[src/rtl/clk_div_ctrl.sv]
// Programmable clock divider: glitch-free ratio changes at period boundaries, clean run/stop.
// Optional tick output (one pulse per clk_out rising edge) enabled by CLK_DIV_CTRL_TICK_EN.
module clk_div_ctrl #(
  parameter int CNT_W   = 8,
  parameter int DEF_DIV = 4
) (
  input  logic             clk_in,
  input  logic             rst_n,
  input  logic             run,
  input  logic             cfg_valid,
  input  logic [CNT_W-1:0] cfg_div,
  output logic             cfg_ready,
  output logic             clk_out,
  output logic             busy
`ifdef CLK_DIV_CTRL_TICK_EN
  ,
  output logic             tick
`endif
);

  typedef enum logic [1:0] {IDLE, RUN, STOP} state_t;

  typedef struct packed {
    logic             vld;
    logic [CNT_W-1:0] div;
  } slot_t;

  localparam logic [CNT_W-1:0] DEF_A   = CNT_W'(DEF_DIV);
  localparam logic [CNT_W-1:0] MIN_DIV = CNT_W'(2);
  localparam logic [CNT_W-1:0] ONE     = CNT_W'(1);

  state_t           state, state_nxt;
  slot_t            pend, pend_nxt;
  logic [CNT_W-1:0] act_div, div_nxt;
  logic [CNT_W-1:0] cnt, cnt_nxt;
  logic             period_end;
  logic             cfg_fire;
  logic             clk_nxt;

  assign period_end = (state != IDLE) && (cnt == act_div - ONE);
  assign cfg_fire   = cfg_valid && !pend.vld;
  assign clk_nxt    = (state != IDLE) && (cnt < (act_div >> 1));

  always_comb begin
    state_nxt = state;
    cnt_nxt   = cnt;
    div_nxt   = act_div;
    pend_nxt  = pend;

    // Capture only into an empty slot, so a capture and an apply never collide.
    if (cfg_fire) begin
      pend_nxt.vld = 1'b1;
      pend_nxt.div = (cfg_div < MIN_DIV) ? MIN_DIV : cfg_div;
    end

    case (state)
      IDLE: begin
        cnt_nxt = '0;
        if (pend.vld) begin
          div_nxt      = pend.div;
          pend_nxt.vld = 1'b0;
        end
        if (run) state_nxt = RUN;
      end
      RUN, STOP: begin
        cnt_nxt = period_end ? '0 : cnt + ONE;
        if (period_end && pend.vld) begin
          div_nxt      = pend.div;
          pend_nxt.vld = 1'b0;
        end
        if (state == RUN) begin
          // run dropping on the last cycle of a period ends right there.
          if (!run) state_nxt = period_end ? IDLE : STOP;
        end else if (period_end) begin
          state_nxt = run ? RUN : IDLE;
        end
      end
      default: begin
        state_nxt = IDLE;
        cnt_nxt   = '0;
      end
    endcase
  end

  always_ff @(posedge clk_in or negedge rst_n) begin
    if (!rst_n) begin
      state   <= IDLE;
      cnt     <= '0;
      act_div <= DEF_A;
      pend    <= '0;
      clk_out <= 1'b0;
    end else begin
      state   <= state_nxt;
      cnt     <= cnt_nxt;
      act_div <= div_nxt;
      pend    <= pend_nxt;
      clk_out <= clk_nxt;
    end
  end

  assign busy      = (state != IDLE);
  assign cfg_ready = !pend.vld;

`ifdef CLK_DIV_CTRL_TICK_EN
  logic tick_q;

  always_ff @(posedge clk_in or negedge rst_n) begin
    if (!rst_n) tick_q <= 1'b0;
    else        tick_q <= clk_nxt && !clk_out;
  end

  assign tick = tick_q;
`endif

endmodule

[config.mk]
export PLATFORM = sky130hd
export DESIGN_NAME = clk_div_ctrl
export DESIGN_NICKNAME = d
export VERILOG_FILES = /design/src/rtl/clk_div_ctrl.sv
export SDC_FILE = /design/constraint.sdc
export NUM_CORES = 1
export LEC_CHECK = 0
export ABC_AREA = 1
export BUFFER_PORTS_ARGS = -buffer_cell sky130_fd_sc_hd__buf_2
export CAP_MARGIN = 0
export CORE_UTILIZATION = 45
export DETAILED_ROUTE_END_ITERATION = 10
export GPL_TIMING_DRIVEN = 1
export MAX_ROUTING_LAYER = met4
export PLACE_DENSITY_LB_ADDON = 0.05
export SLEW_MARGIN = 0
export SYNTH_ARGS = -nofsm -noshare
export SYNTH_HDL_FRONTEND = slang
export SYNTH_SLANG_ARGS = --single-unit
[constraint.sdc]
create_clock -name clk_in -period 2.1 [get_ports clk_in]
set_input_delay 0.42 -clock clk_in [delete_from_list [all_inputs] [get_ports clk_in]]
set_output_delay 0.42 -clock clk_in [all_outputs]
set_load 0.02 [all_outputs]
== Yosys cells after proc, flatten, opt, wreduce, memory -nomap -nowiden ==
Index checks and enable logic that the tools add are counted.

* ROM bits: 0
* Input bits: 12
* Word-level logic and storage cells: 46
* RAM bits: 0
* Output and inout bits: 3
* Bits in latches: 0
* Register bits after elaboration: 28
* Memories: 0

* Mux-type cells: 17
* Bitwise logic cells: 0
* Magnitude comparators: 2
* Shift operators: 0
* Reduce and logical (&&, ||, !) cells: 11
* Divide/modulo/power cells: 0
* Eq/ne operators: 8
* Add/sub/neg operators: 2
* Multiply operators: 0

{| class="wikitable"
|+ Operators by type and width
! operator !! number
|-
| $mux 8 || 5
|-
| $pmux 8 s2 || 1
|-
| $mux 2 || 5
|-
| $mux 9 || 1
|-
| $add 8x1->8 const B || 1
|-
| $eq 8x8->1 || 1
|-
| $lt 8x2->1 const B || 1
|-
| $lt 8x7->1 || 1
|-
| $sub 8x1->8 const B || 1
|-
| $ne 2x2->1 const B || 3
|-
| $ne 3x3->1 const B || 2
|-
| $reduce_and 3->1 || 2
|-
| $logic_and 1x1->1 || 4
|-
| $pmux 2 s2 || 1
|-
| $reduce_bool 2->1 || 2
|-
| $mux 1 || 3
|-
| $eq 2x1->1 const B || 1
|-
| $eq 2x2->1 const B || 1
|-
| $logic_not 2->1 || 1
|-
| $pmux 1 s2 || 1
|-
| $reduce_or 2->1 || 1
|-
| $logic_not 1->1 || 1
|}

== Longest topological paths before layout ==
* Word-level depth: 7
* Mapped depth: 15
* Mapped depth without buffers: 15

== Least setup slack after synthesis ==
No wires, ideal clock.

* Kind: reg2reg
* Start point: register act_div[0]
* End point: register act_div[1]
* Clock period less this slack: 1.744 ns
* Setup time: 0.121 ns
* Slack: 0.356 ns
* Data required time: 1.979 ns
* Cell stages (with the launch flop): 13
* Arrival time: 1.623 ns
* Path buffers: 0
* Cell sequence: dfrtp_1 > inv_2 > ha_1 > a21oi_1 > o21ai_0 > nor2_1 > nand2_1 > nor2_2 > nand2_2 > nand2_4 > nand2_4 > nand2_1 > o21ai_1

* Word-level cells in the longest chain between the ends: 6

{| class="wikitable"
|+ RTL lines
! element !! line !! RTL
|-
| start: declaration || 34 || <nowiki>logic [CNT_W-1:0] act_div, div_nxt;</nowiki>
|-
| start signal: assignment || 95 || <nowiki>act_div <= div_nxt;</nowiki>
|-
| $sub 8x1->8 || 40 || <nowiki>assign period_end = (state != IDLE) && (cnt == act_div - ONE);</nowiki>
|-
| $eq 8x8->1 || 40 ||
|-
| $logic_and 1x1->1 || 40 ||
|-
| $logic_and 1x1->1 || 67 || <nowiki>if (period_end && pend.vld) begin</nowiki>
|-
| $ne 2x2->1 (no line) || -- ||
|-
| $reduce_and 3->1 (no line) || -- ||
|}

Every way passes these cells.
A chain may end at the register's enable or synchronous reset.

== Final worst setup path ==
* Start point: register act_div[0]
* End point: register cnt[2]

* Word-level cells in the longest chain between the ends: 5

{| class="wikitable"
|+ RTL lines
! element !! line !! RTL
|-
| $sub 8x1->8 || 40 ||
|-
| $eq 8x8->1 || 40 ||
|-
| $logic_and 1x1->1 || 40 ||
|-
| $mux 8 || 66 || <nowiki>cnt_nxt = period_end ? '0 : cnt + ONE;</nowiki>
|-
| $mux 8 || 56 || <nowiki>case (state)</nowiki>
|-
| net cnt_nxt[2] || 35 || <nowiki>logic [CNT_W-1:0] cnt, cnt_nxt;</nowiki>
|-
| end signal: assignment || 94 || <nowiki>cnt <= cnt_nxt;</nowiki>
|-
| end: declaration || 35 ||
|}

The timed path passes the listed nets, and every way through them passes these cells.

==> results.md <==
* Die footprint at between 4000 and 5000 um^2
* Total CTS buffers at 3
* Design area at 1960 um^2
* Global route overflow at 0
* EDFF count, synth at 0
* Fin crit share at 0.934
* Final GP Congestion at around 0.86
* Synth cell count leaders: 53 x nand2_1, 27 x dfrtp_1, 24 x inv_1
* Static Leakage at around 0.0010 uW
* Clk pin slew, worst setup/hold paths at ~0.10 ns
* Worst rel slew slack at 0.581
* Post-detail-place hpwl at roughly 2.8 mm
* Final WL at around 3.5 mm
* WP depth at 13
* Layout cells sized above 1 at 0.189
* Overall Global Routing Usage at 0.201
* Vias per Instance at 5.01
* CTS sink cnt at 28
* Port Buffer Count at 14
* Delay-heaviest family, CP: simple AND/OR/NAND/NOR gates
* Max Slew Vio Count at 0
* Reg2reg path depth at 13
* Cell mode on critical path: nand2_1
* First-pass GRT wire length at between 6 and 7 mm
* Netlist cell types at 34
* DRT Pass-1 Iters at 4
* Number of top-level pins at 15
* DRC at 0
* Max Cap Viol at 0
* Starting Density at 0.466
* Setup violations, final at 0
* Crit path capture: cnt[2]
* Synthesized area per cell at between 7 and 8 um^2
* Vias in the first global route at around 1400
* Most frequent cell after synthesis: nand2_1
* Worst R2R Start: act_div[0]
* Buf/Inv on CP at 4
* Post-Place Cells at about 280
* Ant. Diodes at 0
* Syn Inst Count at roughly 220
* Post-DP Area at around 1800 um^2
* Worst Tran Pin Value at about 0.63 ns
* YS warnings at 0
* PD cells at ~1500 nW/um^2
* Clk buf depth at 2
* Cell taking the most area after synthesis: dfrtp_1
* Layout area overhead at 14.6%
* Max IR drop VDD at approximately 0.00066 V
* Worst setup EP type: flop
* Status: finished clean
* Die Ht at roughly 64 um
* CTS H-tree depth at 1
* Syn Std Cell Area at 1710 um^2
* CTS tree: yes
* CP required at about 2.3 ns
* Hold Fails Final Rpt at 0
* Yosys reg bits at 28
* Core area at roughly 3700 um^2
* Hold Buf Count CTS at 0
* Crit-path cells: inv_2 -> ha_1 -> inv_1 -> nand2_1 -> nand3b_1 -> nand2_1 -> inv_2 -> nand2_1 -> nor2_2 -> nand2_2 -> nand2_8 -> buf_4 -> nor3b_1
* CTS Root Cell: clkbuf_8
* Final Non-Filler Cells at ~290
* Yosys top cell area share at 0.396
* Antenna Nets Post-Route at 0
* Fin crit period at 1.96 ns
* Crit path from: act_div[0]
* Reg-to-Reg End: cnt[2]
* Nets at ~260
* Std cell rows at 22
* Top FF cell, synth: dfrtp_1
* Die Width at 63.6 um
* Clk_lat worst skew at ~0.27 ns
* Largest cells by area after synthesis: dfrtp_1 40%, nand2_1 12%, ha_1 8.1%
* Crit Path Max Fanout at 9
* Layout Skew at around 0.0080 ns
* Worst slack at placement at roughly 0.096 ns
* Avg WL per Cell at ~12 um
* Data arrival, critical path at between 2 and 2.5 ns
* Via count at roughly 1400
* Largest net degree at the start of global routing at 29
* Fmax achieved at a little over 500 MHz
* DRT iter0 DRCs at between 80 and 90
* Antenna violations before repair at 0
* Overall power at between 2000 and 3000 uW
* Synthesized Nets at around 240
* Max incr delay on CP at about 0.45 ns
* CP Launch Type: flop
* Final setup margin at between 0.1 and 0.15 ns
* Kind of critical path: reg -> reg
* FF-to-FF setup slack at 0.14 ns
* Post-synthesis async set-or-reset flop share at 1.00
* Slowest cell on crit path: dfrtp_2
* HP Class: in -> async
* Seq/Total Area, Yosys at 0.411
-- power by group --
group          leakage (uW)  internal [uW]  switching [uW]
sequential         0.000348            760             203
combinational      0.000632            616             920
clock             0.0000357            255             165
-- sequential cells by signal, summed over array words and instances, names as in the netlist --
| signal | cells |
|---|---|
| act_div | 8 |
| pend | 9 |
| clk_out | 1 |
| cnt | 8 |
| state | 2 |
-- cell families after synthesis --
kind of cell | Yosys count | synth area share
fa+ha+maj | 11 | 0.0806
simple gates | 116 | 0.311
buf+inv | 29 | 0.0704
mux | 4 | 0.0264
flops | 28 | 0.411
compound gates | 23 | 0.0799
xor+xnor | 4 | 0.0205
-- placed cells by master, fill, tap and decap left out, drive strengths merged, types with 3 or more instances in the layout --
master	count
xor2	3
nor3	5
nor2	25
nor3b	3
inv	27
ha	11
mux2	4
buf	21
o21ai	9
nand2	58
nand3	21
dfrtp	27
a21oi	6
clkbuf	3
-- routing by layer --
metal | up-vias | track usage | routed length [um] | part of all wire
met5 | - | - | 0 | 0
met4 | 0 | 0.0653 | 46 | 0.013
met3 | 6 | 0.0272 | 79 | 0.023
li1 | 749 | - | - | -
met1 | 661 | 0.236 | 1650 | 0.47
met2 | 18 | 0.351 | 1720 | 0.49
-- through the flow --
step	util	hold WS, ns	TNS, ns
global route	0.534	0.196	-0.124
floorplan	-	0.124	0
detailed placement	0.503	0.474	0
global placement	0.503	0.453	0
CTS	0.522	0.167	0
finish	0.534	0.152	0
-- worst register-to-register path, cell delays in order (launching register included) --
cell	delay, ns
dfrtp_2	0.45
inv_2	0.10
ha_1	0.26
inv_1	0.06
nand2_1	0.08
nand3b_1	0.08
nand2_1	0.08
inv_2	0.03
nand2_1	0.07
nor2_2	0.05
nand2_2	0.14
nand2_8	0.09
buf_4	0.16
nor3b_1	0.23
-- area by class of cell --
type	instances	area, um^2
Clock buffer	3	41.3
Clock inverter	1	30.0
Fill cell	350	1710
Inverter	27	101
Multi-Input combinational cell	158	897
Sequential cell	28	703
Tap cell	48	60.1
Timing Repair Buffer	21	123
-- worst min-delay path by stage --
stage | startpoint | end | slack, ns | cells after the start
final | rst_n | cnt[2] | 0.15 | 1
after global routing | rst_n | act_div[3] | 0.20 | 1
after CTS | rst_n | cnt[2] | 0.17 | 1
after detailed placement | rst_n | cnt[7] | 0.47 | 1
after global placement | rst_n | clk_out | 0.45 | 1
after floorplan | rst_n | act_div[0] | 0.12 | 0
-- repair_timing --
action,in CTS,in global routing
gates resized for setup,0,3
setup endpoints to repair,0,14
setup buffers,0,4
Note: power is estimated with default switching activity, not from simulation.
